`src/rtl/regfile_pkg.sv`:
```
// Shared types for the multi-port register file.
package regfile_pkg;

  localparam int unsigned DefaultWidth = 32;

  typedef enum logic {
    StIdle,
    StClear
  } state_e;

endpackage

```
`src/rtl/regfile_rdport.sv`:
```
// Combinational read port: register mux, register-0 masking and optional write-through
// forwarding (enabled by defining REGFILE_BYPASS_EN).
module regfile_rdport
  import regfile_pkg::*;
#(
  parameter int unsigned WIDTH    = DefaultWidth,
  parameter int unsigned ADDR_W   = 5,
  parameter bit          ZERO_REG = 1'b1
) (
  input  logic [WIDTH-1:0]  regs_i [2**ADDR_W],
  input  logic [ADDR_W-1:0] raddr_i,
  input  logic              fwd_en_i,
  input  logic              wen_a_i,
  input  logic [ADDR_W-1:0] waddr_a_i,
  input  logic [WIDTH-1:0]  wdata_a_i,
  input  logic              wen_b_i,
  input  logic [ADDR_W-1:0] waddr_b_i,
  input  logic [WIDTH-1:0]  wdata_b_i,
  output logic [WIDTH-1:0]  rdata_o
);

  logic zero_hit;
  assign zero_hit = ZERO_REG && (raddr_i == '0);

`ifdef REGFILE_BYPASS_EN
  // Port B applied first so port A overrides it when both match.
  always_comb begin
    rdata_o = regs_i[raddr_i];
    if (fwd_en_i && wen_b_i && (waddr_b_i == raddr_i)) rdata_o = wdata_b_i;
    if (fwd_en_i && wen_a_i && (waddr_a_i == raddr_i)) rdata_o = wdata_a_i;
    if (zero_hit) rdata_o = '0;
  end
`else
  logic unused_fwd;
  assign unused_fwd = ^{fwd_en_i, wen_a_i, waddr_a_i, wdata_a_i, wen_b_i, waddr_b_i, wdata_b_i};

  always_comb begin
    rdata_o = zero_hit ? '0 : regs_i[raddr_i];
  end
`endif

endmodule

```
`src/rtl/regfile_mp.sv`:
```
// Two-read/two-write register file with async reset and a sequenced bulk-clear sweep.
// Optional write-through forwarding on the read ports when REGFILE_BYPASS_EN is defined.
module regfile_mp
  import regfile_pkg::*;
#(
  parameter int unsigned WIDTH    = DefaultWidth,
  parameter int unsigned ADDR_W   = 5,
  parameter bit          ZERO_REG = 1'b1
) (
  input  logic              Clk,
  input  logic              Reset_n,
  input  logic [ADDR_W-1:0] ReadRegister1,
  input  logic [ADDR_W-1:0] ReadRegister2,
  output logic [WIDTH-1:0]  ReadData1,
  output logic [WIDTH-1:0]  ReadData2,
  input  logic [ADDR_W-1:0] WriteRegisterA,
  input  logic [WIDTH-1:0]  WriteDataA,
  input  logic              RegWriteA,
  input  logic [ADDR_W-1:0] WriteRegisterB,
  input  logic [WIDTH-1:0]  WriteDataB,
  input  logic              RegWriteB,
  input  logic              Clear,
  output logic              Busy,
  output logic              WriteDropped
);

  localparam int unsigned       Depth    = 2**ADDR_W;
  localparam logic [ADDR_W-1:0] LastAddr = ADDR_W'(Depth - 1);

  state_e            state_q, state_d;
  logic [ADDR_W-1:0] cnt_q, cnt_d;
  logic [WIDTH-1:0]  regs_q [Depth];
  logic [WIDTH-1:0]  regs_d [Depth];
  logic              drop_q, drop_d;
  logic              idle;
  logic              wr_a, wr_b;

  assign idle = (state_q == StIdle);
  // Writes to a hardwired register 0 vanish without being counted as drops.
  assign wr_a = RegWriteA && !(ZERO_REG && (WriteRegisterA == '0));
  assign wr_b = RegWriteB && !(ZERO_REG && (WriteRegisterB == '0));

  always_comb begin
    regs_d  = regs_q;
    state_d = state_q;
    cnt_d   = cnt_q;
    drop_d  = 1'b0;
    case (state_q)
      StIdle: begin
        if (wr_b) regs_d[WriteRegisterB] = WriteDataB;
        if (wr_a) regs_d[WriteRegisterA] = WriteDataA;
        drop_d = wr_a && wr_b && (WriteRegisterA == WriteRegisterB);
        if (Clear) begin
          state_d = StClear;
          cnt_d   = '0;
        end
      end
      StClear: begin
        regs_d[cnt_q] = '0;
        cnt_d         = cnt_q + ADDR_W'(1);
        drop_d        = RegWriteA || RegWriteB;
        if (cnt_q == LastAddr) state_d = StIdle;
      end
      default: state_d = StIdle;
    endcase
  end

  always_ff @(posedge Clk or negedge Reset_n) begin
    if (!Reset_n) begin
      state_q <= StIdle;
      cnt_q   <= '0;
      regs_q  <= '{default: '0};
      drop_q  <= 1'b0;
    end else begin
      state_q <= state_d;
      cnt_q   <= cnt_d;
      regs_q  <= regs_d;
      drop_q  <= drop_d;
    end
  end

  assign Busy         = (state_q == StClear);
  assign WriteDropped = drop_q;

  regfile_rdport #(
    .WIDTH   (WIDTH),
    .ADDR_W  (ADDR_W),
    .ZERO_REG(ZERO_REG)
  ) u_rd1 (
    .regs_i   (regs_q),
    .raddr_i  (ReadRegister1),
    .fwd_en_i (idle),
    .wen_a_i  (RegWriteA),
    .waddr_a_i(WriteRegisterA),
    .wdata_a_i(WriteDataA),
    .wen_b_i  (RegWriteB),
    .waddr_b_i(WriteRegisterB),
    .wdata_b_i(WriteDataB),
    .rdata_o  (ReadData1)
  );

  regfile_rdport #(
    .WIDTH   (WIDTH),
    .ADDR_W  (ADDR_W),
    .ZERO_REG(ZERO_REG)
  ) u_rd2 (
    .regs_i   (regs_q),
    .raddr_i  (ReadRegister2),
    .fwd_en_i (idle),
    .wen_a_i  (RegWriteA),
    .waddr_a_i(WriteRegisterA),
    .wdata_a_i(WriteDataA),
    .wen_b_i  (RegWriteB),
    .waddr_b_i(WriteRegisterB),
    .wdata_b_i(WriteDataB),
    .rdata_o  (ReadData2)
  );

endmodule

```
`config.mk`:
```
export PLATFORM = sky130hd
export DESIGN_NAME = regfile_mp
export DESIGN_NICKNAME = d
export VERILOG_FILES = /design/src/rtl/regfile_pkg.sv /design/src/rtl/regfile_rdport.sv /design/src/rtl/regfile_mp.sv
export SDC_FILE = /design/constraint.sdc
export NUM_CORES = 2
export LEC_CHECK = 0
export CAP_MARGIN = 20
export CORE_ASPECT_RATIO = 1.2
export CORE_UTILIZATION = 45
export CTS_BUF_LIST = sky130_fd_sc_hd__clkbuf_16
export CTS_CLUSTER_DIAMETER = 200
export DETAILED_ROUTE_END_ITERATION = 8
export RECOVER_POWER = 100
export SYNTH_ARGS = -nofsm -noshare
export SYNTH_HDL_FRONTEND = slang
export SYNTH_SLANG_ARGS = --single-unit
```
`constraint.sdc`:
```
create_clock -name Clk -period 3.1 [get_ports Clk]
set_input_delay 0.62 -clock Clk [delete_from_list [all_inputs] [get_ports Clk]]
set_output_delay 0.62 -clock Clk [all_outputs]
set_load 0.01 [all_outputs]
```
==> flow_metrics.tcl <==
set metrics [dict create \
    status "finished, violations left" \
    violations "max-capacitance violations, max-slew violations, negative setup slack" \
    grt_max_degree 152 \
    cts_tree "built" \
    whs_path_depth 1 \
    max_cap_viol_count 2 \
    crit_fanout 4 \
    dp.final_hpwl_um 246000 \
    num_vias 81300 \
    synthArstFlopShare_pct 100 \
    rsz0062_at_grt "true" \
    syn-num-nets 8359 \
    finalClockSkew_ns 0.0371 \
    r2r-start "Busy" \
    finalHoldViolations 0 \
    pin_count 155 \
    htreeDepth 3 \
    finalSetupViolCount 169 \
    clk_pin_slew_ns 0.07 \
    cts_root_buf "clkbuf_16" \
    cp-end-kind "output pin" \
    p_seq_share_pct 36.3 \
    setup_slack_ns -0.283 \
    whs_ns 0.524 \
    grt_overflow 0 \
    reg2reg_slack_ns -0.07 \
    yosys_register_bits 1031 \
    synth-edff-count 0 \
    first_iter_violations 12500 \
    final_cell_mix "dfrtp_1 (1024), nand2_1 (1004), o31ai_1 (991)" \
    worst_hold_path.endpoint "regs_q[999]" \
    clkPwrFrac_pct 20.3 \
    switching_share_pct 41.8 \
    worstHoldStart "regs_q[999]" \
    min_period_ns 3.38 \
    wire_per_inst_um 35.8 \
    gp_congestion 1.01 \
    syn2layout_area_growth_pct 22.2 \
    powerDensity_mw_per_mm2 752 \
    antenna_found_initial 24 \
    nFillCells 14600 \
    drive_gt1_share_pct 26.5 \
    syn_area_mm2 0.0763 \
    ys_types 60 \
    combPwrFrac_pct 43.5 \
    synth_seq_area_share_pct 33.8 \
    required_ns 2.48 \
    worstMarginPinSlew_ns 1.70 \
    ant_nets 0 \
    internal_power_mw 40.8 \
    cts_inserted_buffers 116 \
    p_switching_mw 29.3 \
    port_buffers 154 \
    cts_buffer_depth 3 \
    worstPathArrival_ns 2.76 \
    design_area_mm2 0.0932 \
    synthFlopType "dfrtp_1" \
    r2r_cells 5 \
    worstSetupPathType "flop to output pin" \
    start_kind "flop" \
    drtPass1Iterations 8 \
    start_util_pct 45.3 \
    clock-sinks 1031 \
    dpl_cell_area_mm2 0.0857 \
    grt_usage_pct 44.2 \
    p_leak_nw 40.9 \
    row_count 165 \
    die_h_um 453 \
    insertion_delay_ns 0.79 \
    grt_pass1_wl_um 560000 \
    ys_warn_count 0 \
    nets 8591 \
    fp.dieArea_mm2 0.171 \
    viasPerCell 7.49 \
    totalWireLength_um 389000 \
    vdd_ir_drop_max_mv 0.591 \
    core_mm2 0.168 \
    maxSlewHeadroom_pct -13.2 \
    period_share_pct 109 \
    fmax_ghz 0.296 \
    drc 0 \
    grt_pass1_vias 79100 \
    fp.dieW_um 378 \
    drv_slew 166 \
    synthCells 8265 \
    timing.rr.end "cnt_q[2]" \
    hold_class "flop to flop" \
    final_common_cell "dfrtp_1" \
    syn_area_per_cell_um2 9.23 \
]
[layout make-up]
cell class,instances,area (µm²),share of cell area [%]
Multi-Input combinational cell,6103,48400,52.0
Sequential cell,1031,25800,27.7
Timing Repair Buffer,1237,12400,13.3
Clock buffer,118,2950,3.17
Tap cell,2254,2820,3.03
Clock inverter,96,708,0.760
Inverter,8,31.3,0.0336
Antenna cell,8,20.0,0.0215
[what timing repair did]
action | 4_1_cts | 5_1_grt
setup endpoints to repair | 64 | 64
hold buffers | 1 | 0
hold endpoints to repair | 14 | 0
gates resized for setup | 661 | 103
pin swaps | 123 | 75
gates cloned | 9 | 0
setup buffers | 223 | 63
[power by group through the flow]
| stage | logic (mW) | registers (mW) | clock network (mW) |
|---|---|---|---|
| after CTS | 28.9 | 24.8 | 14.2 |
| final | 30.5 | 25.4 | 14.2 |
| after detailed placement | 26.0 | 25.3 | 0 |
| after global routing | 32.0 | 25.8 | 14.7 |
| after global placement | 25.2 | 25.0 | 0 |
| after floorplan | 16.9 | 22.8 | 0 |
[cells in the mapped netlist (61+ instances only)]
| master | number | area share, % |
|---|---|---|
| mux2i_1 | 146 | 1.9 |
| dfrtp_1 | 1031 | 34 |
| nor2_1 | 1020 | 5.0 |
| o31ai_1 | 991 | 9.8 |
| buf_2 | 175 | 1.1 |
| o221ai_1 | 61 | 0.70 |
| clkbuf_1 | 866 | 4.3 |
| a211oi_1 | 945 | 9.3 |
| a21oi_1 | 85 | 0.56 |
| a221oi_2 | 120 | 2.4 |
| mux4_2 | 477 | 14 |
| a22o_1 | 98 | 1.1 |
| nand2_1 | 1016 | 5.0 |
| and3_1 | 853 | 7.0 |
[metal layers]
metal	global-route usage [%]	wire, µm	share of wire (%)
met5	0	143	0.037
met4	29.3	28000	7.2
met3	14.1	51900	13
met2	66.3	172000	44
met1	54.6	137000	35
[critical path: stages (launching register included)]
cell      delay (ns)
dfrtp_1         0.42
mux4_2          0.56
a22o_4          0.27
a211oi_4        0.34
buf_6           0.16
a211oi_4        0.05
buf_2           0.17
[how the worst max path moves through the flow]
| stage | startpoint | endpoint | slack [ns] | cells after the start |
|---|---|---|---|---|
| 3_3_place_gp | ReadRegister1[2] | ReadData1[7] | -1.35 | 8 |
| 6_report | regs_q[149] | ReadData1[21] | -0.28 | 6 |
| 5_1_grt | regs_q[181] | ReadData1[21] | -0.28 | 6 |
| 3_5_place_dp | ReadRegister1[2] | ReadData1[7] | -1.32 | 8 |
| 4_1_cts | regs_q[177] | ReadData1[17] | -0.30 | 6 |
| 2_1_floorplan | ReadRegister2[1] | ReadData2[14] | 0.30 | 6 |
[through the flow]
step	setup slack [ns]	setup TNS (ns)	power, mW	utilization, %	std cells
global placement	-1.35	-53.62	50.2	50.9	10400
finish	-0.283	-15.14	70.1	55.3	10900
detailed placement	-1.32	-53.15	51.3	50.9	10400
CTS	-0.304	-5.30	67.9	55.1	10800
global route	-0.277	-17.90	72.5	55.3	10900
floorplan	0.300	0	39.7	-	8265
[state kept, by name, summed over array words and instances (netlist names)]
signal / flops
regs_q: 1024
WriteDropped: 1
Busy: 1
cnt_q: 5
[kinds of logic (layout without fill, tap and decap cells)]
group | count (synthesis) | count (layout) | share of synthesized area, %
adders and majority gates | 5 | 5 | 0.0820
DFF | 1031 | 1031 | 33.8
xor gates and xnor gates | 5 | 5 | 0.0574
other | 0 | 8 | 0
buffers and inverters | 1131 | 1459 | 6.16
muxes | 623 | 623 | 16.0
AOI/OAI and AO/OA | 2398 | 2398 | 25.3
and+or+nand+nor | 3072 | 3072 | 18.6
Note: power is estimated with default switching activity, not from simulation.
